$ cat config.mk
export PLATFORM = sky130hd
export DESIGN_NAME = shift_requant
export DESIGN_NICKNAME = d
export VERILOG_FILES = /design/src/rtl/shift_requant_pkg.sv /design/src/rtl/shift_requant_sat_clip.sv /design/src/rtl/shift_requant.sv
export SDC_FILE = /design/constraint.sdc
export NUM_CORES = 1
export LEC_CHECK = 0
export ABC_AREA = 1
export CAP_MARGIN = 20
export CORE_MARGIN = 2
export CORE_UTILIZATION = 39
export CTS_BUF_LIST = sky130_fd_sc_hd__clkbuf_8
export CTS_CLUSTER_SIZE = 14
export DETAILED_ROUTE_END_ITERATION = 16
export MAX_ROUTING_LAYER = met4
export PLACE_DENSITY_LB_ADDON = 0.12
export SLEW_MARGIN = 20
export SYNTH_ARGS = -nofsm -noshare
export SYNTH_HDL_FRONTEND = slang
export SYNTH_SLANG_ARGS = --single-unit
$ cat constraint.sdc
create_clock -name CLK -period 2.3 [get_ports CLK]
set_input_delay 0.345 -clock CLK [delete_from_list [all_inputs] [get_ports CLK]]
set_output_delay 0.345 -clock CLK [all_outputs]
set_load 0.01 [all_outputs]
$ cat src/rtl/shift_requant_pkg.sv
// -----------------------------------------------------------------------------
// shift_requant_pkg
// Shared widths, saturation bounds and datapath types for the shift_requant
// requantizer and its saturator.
//   IN_W     accumulator width (two's complement)
//   SH_W     shift-amount port width (unsigned)
//   OUT_W    requantized result width (two's complement)
//   SH_MAX   largest meaningful shift; larger requests are clamped to it
//   SH_IDX_W bits needed to hold a clamped shift amount
// -----------------------------------------------------------------------------
package shift_requant_pkg;

  localparam int IN_W     = 64;
  localparam int SH_W     = 8;
  localparam int OUT_W    = 8;

  localparam int SAT_MAX  = 127;
  localparam int SAT_MIN  = -128;
  localparam int SH_MAX   = IN_W - 1;
  localparam int SH_IDX_W = $clog2(IN_W);

  typedef logic signed [IN_W-1:0]  acc_t;
  typedef logic signed [OUT_W-1:0] q8_t;

endpackage

$ cat src/rtl/shift_requant_sat_clip.sv
// -----------------------------------------------------------------------------
// sat_clip
// Combinational signed saturator from accumulator width down to int8.
// Values above SAT_MAX clip to 0x7F, values below SAT_MIN clip to 0x80, and
// anything in range passes through as its low OUT_W bits.
// Ports:
//   x  in   acc_t  signed value to clip
//   y  out  q8_t   saturated signed result
// -----------------------------------------------------------------------------
module sat_clip
  import shift_requant_pkg::*;
(
  input  acc_t x,
  output q8_t  y
);

  // NOTE: every path assigns y, so this stays pure logic and no latch is inferred.
  always_comb begin
    if (x > acc_t'(SAT_MAX)) begin
      y = q8_t'(SAT_MAX);
    end else if (x < acc_t'(SAT_MIN)) begin
      y = q8_t'(SAT_MIN);
    end else begin
      y = x[OUT_W-1:0];
    end
  end

endmodule

$ cat src/rtl/shift_requant.sv
// -----------------------------------------------------------------------------
// shift_requant
// Requantizer at the 3x3 convolution output. The signed accumulator is
// arithmetic-right-shifted by a per-layer amount, saturated to int8 and
// registered. Two register stages give a latency of two clocks and a
// throughput of one sample per clock. There is no handshake.
//
// Build option SHIFT_REQUANT_ROUND_EN:
//   defined   -> round half up before the shift: (TEMP + 2^(sh-1)) >>> sh
//   undefined -> truncate toward minus infinity: TEMP >>> sh
// Latency and ports do not depend on this option.
//
// Ports:
//   CLK     in   1      clock, rising edge
//   RSTN    in   1      asynchronous reset, active HIGH despite the name
//   TEMP    in   IN_W   signed accumulator, sampled every CLK
//   Shift   in   SH_W   unsigned right-shift amount, sampled with TEMP
//   Result  out  OUT_W  signed saturated result, registered
// -----------------------------------------------------------------------------
module shift_requant
  import shift_requant_pkg::*;
(
  input  logic            CLK,
  input  logic            RSTN,
  input  acc_t            TEMP,
  input  logic [SH_W-1:0] Shift,
  output q8_t             Result
);

  logic [SH_IDX_W-1:0] sh;
  acc_t                shifted;
  acc_t                s1;
  q8_t                 clipped;

  // A shift of IN_W-1 already collapses any value to 0 or -1, so larger
  // requests are clamped to it instead of relying on out-of-range shift rules.
  always_comb begin
    if (Shift > SH_W'(SH_MAX)) begin
      sh = SH_IDX_W'(SH_MAX);
    end else begin
      sh = Shift[SH_IDX_W-1:0];
    end
  end

`ifdef SHIFT_REQUANT_ROUND_EN
  // The rounding add is carried out one bit wider than the accumulator so
  // the most positive accumulator plus the bias cannot wrap negative. After
  // a shift of at least one bit the result fits back in IN_W bits.
  logic signed [IN_W:0] ext;
  logic signed [IN_W:0] bias;

  always_comb begin
    ext  = {TEMP[IN_W-1], TEMP};
    bias = '0;
    if (sh != '0) begin
      bias = {{IN_W{1'b0}}, 1'b1} << (sh - 1'b1);
    end
    shifted = acc_t'((ext + bias) >>> sh);
  end
`else
  always_comb begin
    shifted = TEMP >>> sh;
  end
`endif

  // NOTE: registers use non-blocking assignments so every stage samples the
  // previous stage's value from before the clock edge.
  always_ff @(posedge CLK or posedge RSTN) begin
    if (RSTN) begin
      s1 <= '0;
    end else begin
      s1 <= shifted;
    end
  end

  sat_clip u_sat_clip (
    .x (s1),
    .y (clipped)
  );

  always_ff @(posedge CLK or posedge RSTN) begin
    if (RSTN) begin
      Result <= '0;
    end else begin
      Result <= clipped;
    end
  end

endmodule

* After elaboration in Yosys (flattened, before gate mapping) *
Cells that the tools add are included.

operators by class
  add/subtract/negate cells = 0
  $mul = 0
  div/mod/pow operators = 0
  order comparisons = 3
  equality and inequality tests = 0
  shift-type cells = 1
  muxes and demuxes = 3
  bitwise gates (word level) = 0
  reduce and logical (&&, ||, !) cells = 0

operators by type and width
  operator             count
  $gt 64x8->1 const B  1
  $lt 64x8->1 const B  1
  $sshr 64x6->64       1
  $mux 8               2
  $gt 8x6->1 const B   1
  $mux 6               1

storage, ports and cells
  bits in registers = 72
  latch bits = 0
  bits in writable memories = 0
  bits in read-only memories = 0
  input port bits = 74
  output and inout bits = 8
  logic and storage cells = 9
  memories kept = 0

* Depth between registers and ports, before layout *
  word-level depth = 3
  mapped depth = 15
  gate-level depth less buffers = 13

* Cells and area by module *
A second synthesis with hierarchy kept.

second synthesis, totals
  cell total of the unflattened synthesis = 1286
  area, all modules = 7166.9 um^2

modules (own cells, without submodules)
  module         times used  cells each  area an instance (um^2)  seq. area each (um^2)
  shift_requant  1           1142        6585.1                   1801.7
  sat_clip       1           144         581.8                    0.0

* Worst setup path before layout *
OpenSTA, ideal clock, no wires.

  kind = input to register
  start = in Shift[0]
  end = reg s1[36]
  setup time = 130 ps
  data arrival time = 1514 ps
  required time = 2170 ps
  setup slack = 656 ps
  cell stages on the path = 10
  path buffers = 2
  cell sequence = inv_1 buf_2 buf_1 nand3_1 nand3_1 nand3_1 nand3_1 nand3_1 nand3_1 nand2_1

on the way
  cells in the longest elaborated chain, start to end = 3

ends and longest elaborated chain
  item                  line                 RTL
  from (decl)           shift_requant.sv:26  input logic [SH_W-1:0] Shift,
  $gt 8x6->1            shift_requant.sv:38  if (Shift > SH_W'(SH_MAX)) begin
  $mux 6 (*)            shift_requant.sv:38
  $sshr 64x6->64 (*)    shift_requant.sv:62  shifted = TEMP >>> sh;
  via shifted[36]       shift_requant.sv:31  acc_t shifted;
  to (signal assigned)  shift_requant.sv:72  s1 <= shifted;
  to (decl)             shift_requant.sv:32  acc_t s1;

Mark *: on every way through the listed nets, which the timed path passes. The rest lies on a longest branch.

* Final worst setup path *
  start = in Shift[6]
  end = reg s1[1]

on the way
  cells in the longest elaborated chain, start to end = 3

ends and longest elaborated chain
  item            line
  $gt 8x6->1      shift_requant.sv:38
  $mux 6          shift_requant.sv:38
  $sshr 64x6->64  shift_requant.sv:62
  via shifted[1]  shift_requant.sv:31

The timed path passes the listed nets, and every way through them passes these cells.

==> flow_summary.toml <==
[status]
outcome = "finished, final reports clean"

[clocking]
cts_tree = "yes"
holdBufCountCts = 0
cts_resized = 0
path_clk_slew_ps = 80
cts_max_path_buffers = 2
clock_sinks = 72
post_cts_buffers = 0
htreeDepth = 3
clock_latency_ps = 360
cts_made_buffers = 9
cts_root_buffer = "clkbuf_8"

[sta]
skew_ps = 8.01
hold_violations = 0
period_needed_ps = 2060
hold_slack_ps = 311
slew_viol_final = 0
relSlewSlack_pct = 68.7
grt_setup_unrepaired = "no"
finalSetupViolations = 0
timing.final.crit_share_pct = 89.4
tightestPinTransition_ps = 469
clock.fmax_ghz = 0.486

[critical_path]
r2r_slack_ps = 600
worstPathCellList = "clkdlybuf4s50_1 > nor2_4 > buf_12 > buf_12 > nand3_1 > nand3_1 > nand3_1 > nand2_1 > nand2_1 > nand3_1 > nand3_1 > nand2_1"
critPathRequiredTime_ps = 2570
max_stage_delay_ps = 460
cpLargestDelayFamily = "simple AND/OR/NAND/NOR gates"
path_buf_inv = 3
end_kind = "flip-flop"
worst_path_max_delay_cell = "clkdlybuf4s50_1"
worstSetupPathType = "in -> reg"
crit_arrival_ps = 2330
r2r_cells = 8
crit_top_cell = "nand3_1"
cp_max_fo = 26
regToRegStartpoint = "s1[47]$_DFF_PP0_"
crit_path_start_kind = "primary input"
r2r-end = "Result[0]$_DFF_PP0_"

[global_routing]
track_usage_pct = 29.5
grt_max_degree = 49
antenna_found_initial = 0
grt_pass1_vias = 8366
grt_pass1_wl_um = 44000
overflow = 0

[floorplan]
die_x_um = 138
die_y_um = 138
fp-row-count = 49
pin_count = 82
die_area_mm2 = 0.0191
core_mm2 = 0.0178
start_util_pct = 39.5

[yosys]
synth_fp_nets = 1310
synth_top_area_cell = "nand3_1"
ys_seq_area_share_pct = 25.7
ys_types = 17
ys_seq_elements = 72
synth_commonest_cells = "nand3_1 (542), nand2_1 (411), dfrtp_1 (72)"
async_flop_share_pct = 100
synth-warning-count = 0
synth-edff-count = 0
synth_area_leaders = "nand3_1 (39%), dfrtp_1 (26%), nand2_1 (22%), inv_1 (3.2%), buf_2 (2.4%)"
avgSynthCellArea_um2 = 5.68
yosysTopAreaCellShare_pct = 38.7
syn_inst = 1236
ys.flop_type = "dfrtp_1"
syn_area_mm2 = 0.00702
synth_most_common_cell = "nand3_1"

[drt]
ant_nets = 0
wl_per_cell_um = 17.6
drt_first_pass_iters = 7
drt_wl_total_um = 27200
vias_per_cell = 5.66
drt_iter0_markers = 839
drc = 0
routed-via-count = 8749

[cells_and_area]
n_antenna_cell = 0
finalNonFillerCells = 1547
area_growth_pct = 25.0
finalNetCount = 1387
layout-drive-gt1-share_pct = 7.97

[hold_path]
min_path_type = "in -> async"

[pwr]
vdd_ir_drop_max_mv = 0.375
p_leak_nw = 4.29
p_per_area_mw_per_mm2 = 433

[placement]
io_buffers = 81
routabilityCongestion = 1.05
dp.cells = 1531
dp_hpwl_um = 22100

[run]
maxCapViolCount = 0
registers in the layout, summed over array words and instances, names as in the netlist:
signal  count
Result      8
s1         64
worst register-to-register path, delay by kind of cell, from the launching register on:
family | cells | cell delay [ps]
flip-flops | 1 | 410
AND/OR/NAND/NOR | 8 | 1160
stage by stage:
stage          power [W]  utilization, %  setup WS (ps)  instance area (µm²)  setup TNS (ps)
6_report         0.00380            49.3            243                 8770               0
5_1_grt          0.00405            49.3           91.3                 8770               0
4_1_cts          0.00382            49.3            281                 8770               0
3_5_place_dp     0.00288            48.3           -108                 8580           -1760
3_3_place_gp     0.00287            48.3          -81.3                 8580            -881
2_1_floorplan    0.00229               -            130                 7020               0
placed cells by master (no fill, tap or decap):
cell,netlist,final
buf_12,0,23
inv_2,4,6
nor2_4,0,5
clkinvlp_4,0,1
nor2_1,20,19
clkdlybuf4s50_1,0,81
nor4_1,10,10
dfrtp_1,72,72
nand4_1,13,13
buf_4,2,52
nand3b_1,4,4
inv_8,0,1
inv_6,0,3
inv_1,59,57
clkbuf_8,0,9
clkinv_4,0,2
nor3_1,5,5
nand2_1,411,410
nand3_1,542,542
nand2_2,2,3
cells by family (layout without fill, tap and decap cells):
group	Yosys count	in the layout	synth area share, %
flops	72	72	25.7
buf+inv	153	235	9.22
simple gates	1011	1011	65.1
power breakdown:
part | total (W) | internal (W) | leakage [nW] | switching, W
clock network | 0.000936 | 0.000413 | 0.0927 | 0.000523
registers | 0.00145 | 0.00138 | 0.843 | 0.0000696
logic | 0.00141 | 0.000554 | 3.36 | 0.000857
cell type report:
class                      instances  area, µm²
timing repair buffer             156       1660
clock buffer                       9        124
inverter                          63        236
multi-input combinational       1011       4600
tap                              229        287
clock inverter                     7       62.6
fill                            1965       9010
sequential                        72       1800
how the worst max path moves through the flow:
stage / start / endpoint / slack [ps] / cells after the start
floorplan: RSTN / Result[0]$_DFF_PP0_ / 130 / 1
global placement: Shift[6] / s1[1]$_DFF_PP0_ / -80 / 11
detailed placement: Shift[6] / s1[1]$_DFF_PP0_ / -110 / 11
CTS: Shift[6] / s1[1]$_DFF_PP0_ / 280 / 11
global route: Shift[6] / s1[10]$_DFF_PP0_ / 90 / 13
finish: Shift[6] / s1[1]$_DFF_PP0_ / 240 / 12
per-layer routing:
| layer | vias to the layer above | GRT usage, % | wire, µm |
|---|---|---|---|
| li1 | 4340 | - | - |
| met1 | 3987 | 36.5 | 11200 |
| met2 | 352 | 50.7 | 13600 |
| met3 | 70 | 2.22 | 1410 |
| met4 | 0 | 11.2 | 1050 |
| met5 | - | - | 0 |
Power figures use the tool's default switching activity.
